--- config.mk ---
export PLATFORM = sky130hd
export DESIGN_NAME = pipe_hazard_ctrl
export DESIGN_NICKNAME = d
export VERILOG_FILES = /design/src/rtl/pipe_hazard_ctrl_pkg.sv /design/src/rtl/pipe_hazard_ctrl_md_busy_cnt.sv /design/src/rtl/pipe_hazard_ctrl.sv
export SDC_FILE = /design/constraint.sdc
export NUM_CORES = 1
export LEC_CHECK = 0
export CORE_MARGIN = 1.5
export CORE_UTILIZATION = 39
export CTS_CLUSTER_DIAMETER = 150
export DETAILED_ROUTE_END_ITERATION = 10
export GPL_ROUTABILITY_DRIVEN = 0
export HOLD_SLACK_MARGIN = 0.03
export PLACE_DENSITY = 0.85
export SLEW_MARGIN = 0
export SYNTH_ARGS = -nofsm -noshare
export SYNTH_HDL_FRONTEND = slang
export SYNTH_SLANG_ARGS = --single-unit
export TNS_END_PERCENT = 30
--- constraint.sdc ---
create_clock -name clk -period 2.2 [get_ports clk]
set_input_delay 0.44 -clock clk [delete_from_list [all_inputs] [get_ports clk]]
set_output_delay 0.44 -clock clk [all_outputs]
set_load 0.01 [all_outputs]
--- src/rtl/pipe_hazard_ctrl_pkg.sv ---
// rtl/pipe_hazard_ctrl_pkg.sv - shared CPU pipeline constants for hazard control
package pipe_hazard_ctrl_pkg;

    localparam logic [1:0] TUSE_NONE    = 2'd3;
    localparam int         CNT_W        = 5;
    localparam int         MULT_CYC_DEF = 5;
    localparam int         DIV_CYC_DEF  = 10;

    typedef enum logic {
        ST_RUN   = 1'b0,
        ST_FLUSH = 1'b1
    } hz_state_t;

    // Register 0 is hardwired and an unused operand can never be waited on.
    function automatic logic src_hazard(
        input logic [4:0] src,
        input logic [1:0] tuse,
        input logic [4:0] wa,
        input logic [1:0] tnew
    );
        return (src != 5'd0) && (src == wa) && (tuse != TUSE_NONE) && (tuse < tnew);
    endfunction

endpackage

--- src/rtl/pipe_hazard_ctrl_md_busy_cnt.sv ---
// rtl/pipe_hazard_ctrl_md_busy_cnt.sv - multiply/divide unit busy down-counter
module md_busy_cnt
    import pipe_hazard_ctrl_pkg::*;
#(
    parameter int MULT_CYC = MULT_CYC_DEF,
    parameter int DIV_CYC  = DIV_CYC_DEF
) (
    input  logic clk,
    input  logic reset,
    input  logic i_load,
    input  logic i_is_div,
    output logic o_busy
);

    localparam logic [CNT_W-1:0] L_MULT = CNT_W'(MULT_CYC);
    localparam logic [CNT_W-1:0] L_DIV  = CNT_W'(DIV_CYC);

    logic [CNT_W-1:0] r_cnt;

    // A new start always overrides whatever is still counting.
    always_ff @(posedge clk or negedge reset) begin
        if (!reset) begin
            r_cnt <= '0;
        end else if (i_load) begin
            r_cnt <= i_is_div ? L_DIV : L_MULT;
        end else if (r_cnt != '0) begin
            r_cnt <= r_cnt - 1'b1;
        end
    end

    assign o_busy = (r_cnt != '0);

endmodule

--- src/rtl/pipe_hazard_ctrl.sv ---
// rtl/pipe_hazard_ctrl.sv - stall/bubble/flush control for a five-stage pipeline
module pipe_hazard_ctrl
    import pipe_hazard_ctrl_pkg::*;
#(
    parameter int MULT_CYC = MULT_CYC_DEF,
    parameter int DIV_CYC  = DIV_CYC_DEF
) (
    input  logic       clk,
    input  logic       reset,
    input  logic [4:0] D_rs,
    input  logic [4:0] D_rt,
    input  logic [1:0] D_tuse_rs,
    input  logic [1:0] D_tuse_rt,
    input  logic [4:0] E_wa,
    input  logic [4:0] M_wa,
    input  logic [1:0] E_tnew,
    input  logic [1:0] M_tnew,
    input  logic       E_md_start,
    input  logic       E_md_is_div,
    input  logic       D_md_use,
    input  logic       M_exc,
    output logic       stall_F,
    output logic       stall_FD,
    output logic       bubble_DE,
    output logic       flush_all,
    output logic       md_busy
);

    hz_state_t r_state;
    logic      w_haz_e;
    logic      w_haz_m;
    logic      w_haz_md;
    logic      w_stall;
    logic      w_md_load;

    always_ff @(posedge clk or negedge reset) begin
        if (!reset) begin
            r_state <= ST_RUN;
        end else begin
            case (r_state)
                ST_RUN:   r_state <= M_exc ? ST_FLUSH : ST_RUN;
                ST_FLUSH: r_state <= ST_RUN;
                default:  r_state <= ST_RUN;
            endcase
        end
    end

    assign w_haz_e  = src_hazard(D_rs, D_tuse_rs, E_wa, E_tnew)
                    | src_hazard(D_rt, D_tuse_rt, E_wa, E_tnew);
    assign w_haz_m  = src_hazard(D_rs, D_tuse_rs, M_wa, M_tnew)
                    | src_hazard(D_rt, D_tuse_rt, M_wa, M_tnew);
    assign w_haz_md = D_md_use & (md_busy | E_md_start);
    assign w_stall  = w_haz_e | w_haz_m | w_haz_md;

    // Exceptions in the second flush cycle are ignored; flush beats stall.
    assign flush_all = (M_exc & (r_state == ST_RUN)) | (r_state == ST_FLUSH);
    assign stall_F   = w_stall & ~flush_all & ~M_exc;
    assign stall_FD  = stall_F;
    assign bubble_DE = stall_F;

    assign w_md_load = E_md_start & ~M_exc & ~flush_all;

    md_busy_cnt #(
        .MULT_CYC (MULT_CYC),
        .DIV_CYC  (DIV_CYC)
    ) u_md_busy_cnt (
        .clk      (clk),
        .reset    (reset),
        .i_load   (w_md_load),
        .i_is_div (E_md_is_div),
        .o_busy   (md_busy)
    );

endmodule

==> flow_summary.json <==
{
  "crit_top_cell": "buf_4",
  "placement.io_buffers": 38,
  "synthDistinctLibCells": 26,
  "synth-xor-area-share_pct": 29.5,
  "peakVddDrop_mv": 0.752,
  "grt_pass1_vias": 940,
  "cap_violations": 0,
  "clock_sinks": 6,
  "synth_compound_area_share_pct": 16.3,
  "fmax_mhz": 449,
  "antenna_found_initial": 0,
  "hpwl_mm": 1.87,
  "synth.area.mux_share_pct": 0,
  "avgSynthCellArea_um2": 8.88,
  "grt_pass1_wl_mm": 3.82,
  "dp_slack_ns": -0.707,
  "hold_path_class": "flop to flop",
  "fp.dieArea_um2": 2160,
  "cts_buffers": 3,
  "setup_tns_ns": -0.0634,
  "drive_gt1_share_pct": 41.5,
  "clock-root-buffer": "clkbuf_4",
  "drt_first_iter_violations": 22,
  "ant_nets": 0,
  "failed_checks": "negative setup slack",
  "coreArea_um2": 1750,
  "fin_ws_ns": -0.0277,
  "grt.overflow.total": 0,
  "period_share_pct": 101,
  "htree_num_levels": 1,
  "ys_seq_area_share_pct": 20.4,
  "power_leakage_uw": 0.000669,
  "max_stage_delay_ns": 0.38,
  "synth_top_family_by_area": "XOR/XNOR gates",
  "setup_violations": 5,
  "synth_warnings": 0,
  "nets": 184,
  "arrival_ns": 2.35,
  "die_x_um": 46.5,
  "drc": 0,
  "syn_area_um2": 737,
  "grtUsageTotal_pct": 25.0,
  "n_fill_cell": 120,
  "syn_inst": 83,
  "maxSlewViolCount": 0,
  "ys_async_sr_fraction_pct": 100,
  "pwr_density_cell_nw_per_um2": 723,
  "final_core_util_pct": 81.1,
  "ctsHoldBuffers": 0,
  "worstRegToRegCells": 15,
  "clockBufferDepth": 2,
  "status": "finished, violations left",
  "path_delay_family": "buffers and inverters",
  "crit_slowest_cell": "dfrtp_1",
  "ys.flop_type": "dfrtp_1",
  "ys_ff_latch": 6,
  "skew_ns": 0.00527,
  "crit_buf_inv": 11,
  "cp.required_ns": 2.32,
  "via_per_inst": 5.31,
  "rsz0062_at_grt": "true",
  "crit_type": "flop to flop",
  "num_antenna_cells": 0,
  "crit_cells": 15,
  "routed_wl_mm": 2.91,
  "period_needed_ns": 2.23,
  "synth_nets": 123,
  "synthAdderAreaFrac_pct": 10.2,
  "start_kind": "flop",
  "die_h_um": 46.5,
  "start_util_pct": 42.2,
  "wl_per_cell_um": 17.4,
  "cts_tree": "done",
  "num_io_pins": 39,
  "slew_headroom_pct": 78.0,
  "tightest_slew_ns": 0.329,
  "grt_max_degree": 7,
  "min_from": "r_state",
  "synthSimpleGateAreaFrac_pct": 17.5,
  "hold_viol": 0,
  "hold-path-cell-count": 1,
  "vias": 887,
  "path_cells": "inv_2 > buf_4 > buf_4 > buf_4 > buf_4 > buf_4 > buf_4 > buf_4 > buf_4 > buf_4 > buf_4 > ha_4 > nand2_2 > xor2_1 > nor2_1",
  "area_growth_pct": 92.0,
  "synth_edf_count": 0,
  "clkLatencyLatePin_ns": 0.24,
  "clk_pin_slew_worst_paths_ns": 0.04,
  "first_pass_iters": 4,
  "endpoint_kind": "flop",
  "reg2reg_from": "u_md_busy_cnt.r_cnt[1]",
  "crit_fanout": 2,
  "startpoint": "u_md_busy_cnt.r_cnt[1]",
  "core.rowCount": 15
}
==> where the power goes <==
part / switching [µW] / internal, µW / leakage, µW
sequential: 32.5 / 159 / 0.0000736
combinational: 318 / 416 / 0.000582
clock: 35.9 / 61.4 / 0.0000138
==> routing by layer <==
layer / global-route usage [%] / share of wire, %
met2: 53.1 / 56
met5: 0 / 0
met1: 23.9 / 35
met4: 11.4 / 2.3
met3: 0 / 6.4
==> kinds of logic after synthesis <==
family                     count (synthesis)
xor gates and xnor gates                  24
and+or+nand+nor                           23
AOI/OAI and AO/OA                         16
buffers and inverters                      8
adders and majority gates                  6
DFF                                        6
==> Yosys cell counts, drive strengths merged (3+ instances only) <==
| master | count | share of area [%] |
|---|---|---|
| xor2 | 21 | 25 |
| dfrtp | 6 | 20 |
| ha | 6 | 10 |
| nand2 | 6 | 3.1 |
| inv | 5 | 2.5 |
| a211oi | 4 | 4.1 |
| nand2b | 4 | 3.4 |
| nor4 | 4 | 3.4 |
| o21ai | 4 | 3.2 |
| buf | 3 | 3.6 |
| nor2 | 3 | 1.5 |
| xnor2 | 3 | 4.6 |
==> stage by stage <==
stage	std cells	instance area [µm²]	power (µW)	hold slack, ns
6_report	167	1420	1020	0.434
5_1_grt	167	1420	1090	0.459
4_1_cts	167	1340	936	0.438
3_5_place_dp	153	1200	682	0.432
3_3_place_gp	153	1200	658	0.415
2_1_floorplan	83	737	453	0.144
==> registers in the layout, summed over array words and instances, names as in the netlist <==
signal	cells
u_md_busy_cnt.r_cnt	5
r_state	1
==> what timing repair did <==
action	4_1_cts	5_1_grt
hold endpoints to repair	0	0
setup endpoints to repair	4	7
pin swaps	12	5
buffers inserted	11	0
resized for setup	58	14
gates cloned	0	0
==> final timing paths <==
path                                                to  slack [ns]
worst max-delay path            u_md_busy_cnt.r_cnt[4]       -0.03
worst min-delay path                           r_state        0.43
max in group asynchronous       u_md_busy_cnt.r_cnt[4]        1.53
worst max register to register  u_md_busy_cnt.r_cnt[4]       -0.03
min in group asynchronous       u_md_busy_cnt.r_cnt[3]        0.45
worst min register to register                 r_state        0.43
==> area by class of cell <==
cell class	instances	area (µm²)	area share, %
well taps	25	31.3	2.21
clock buffers	3	22.5	1.59
flip-flops and latches	6	150	10.6
inverters	5	18.8	1.33
multi-input cells	69	693	49.0
repair buffers	59	499	35.3
==> layout by cell type, fill, tap and decap left out <==
cell / instances
o211ai_1: 1
nand2_1: 5
nand3_1: 1
nand2b_4: 3
nor4_2: 2
nor3_1: 1
a21oi_2: 1
ha_2: 1
a22oi_1: 2
o21ai_2: 3
or4_4: 2
xnor2_1: 1
nor4_1: 1
nor2b_1: 1
inv_2: 5
nand2_2: 1
o221ai_2: 1
buf_4: 21
o21ai_0: 1
clkbuf_4: 3
ha_1: 1
xor2_1: 21
ha_4: 4
dfrtp_1: 6
nor4_4: 1
o22ai_1: 1
nor2_1: 3
buf_2: 3
or4b_4: 1
clkdlybuf4s50_1: 7
nand2b_1: 1
dlygate4sd2_1: 25
xnor2_2: 2
o211ai_2: 1
a211oi_2: 4
a21oi_1: 1
dlymetal6s2s_1: 3
(Power assumes the default switching activity.)
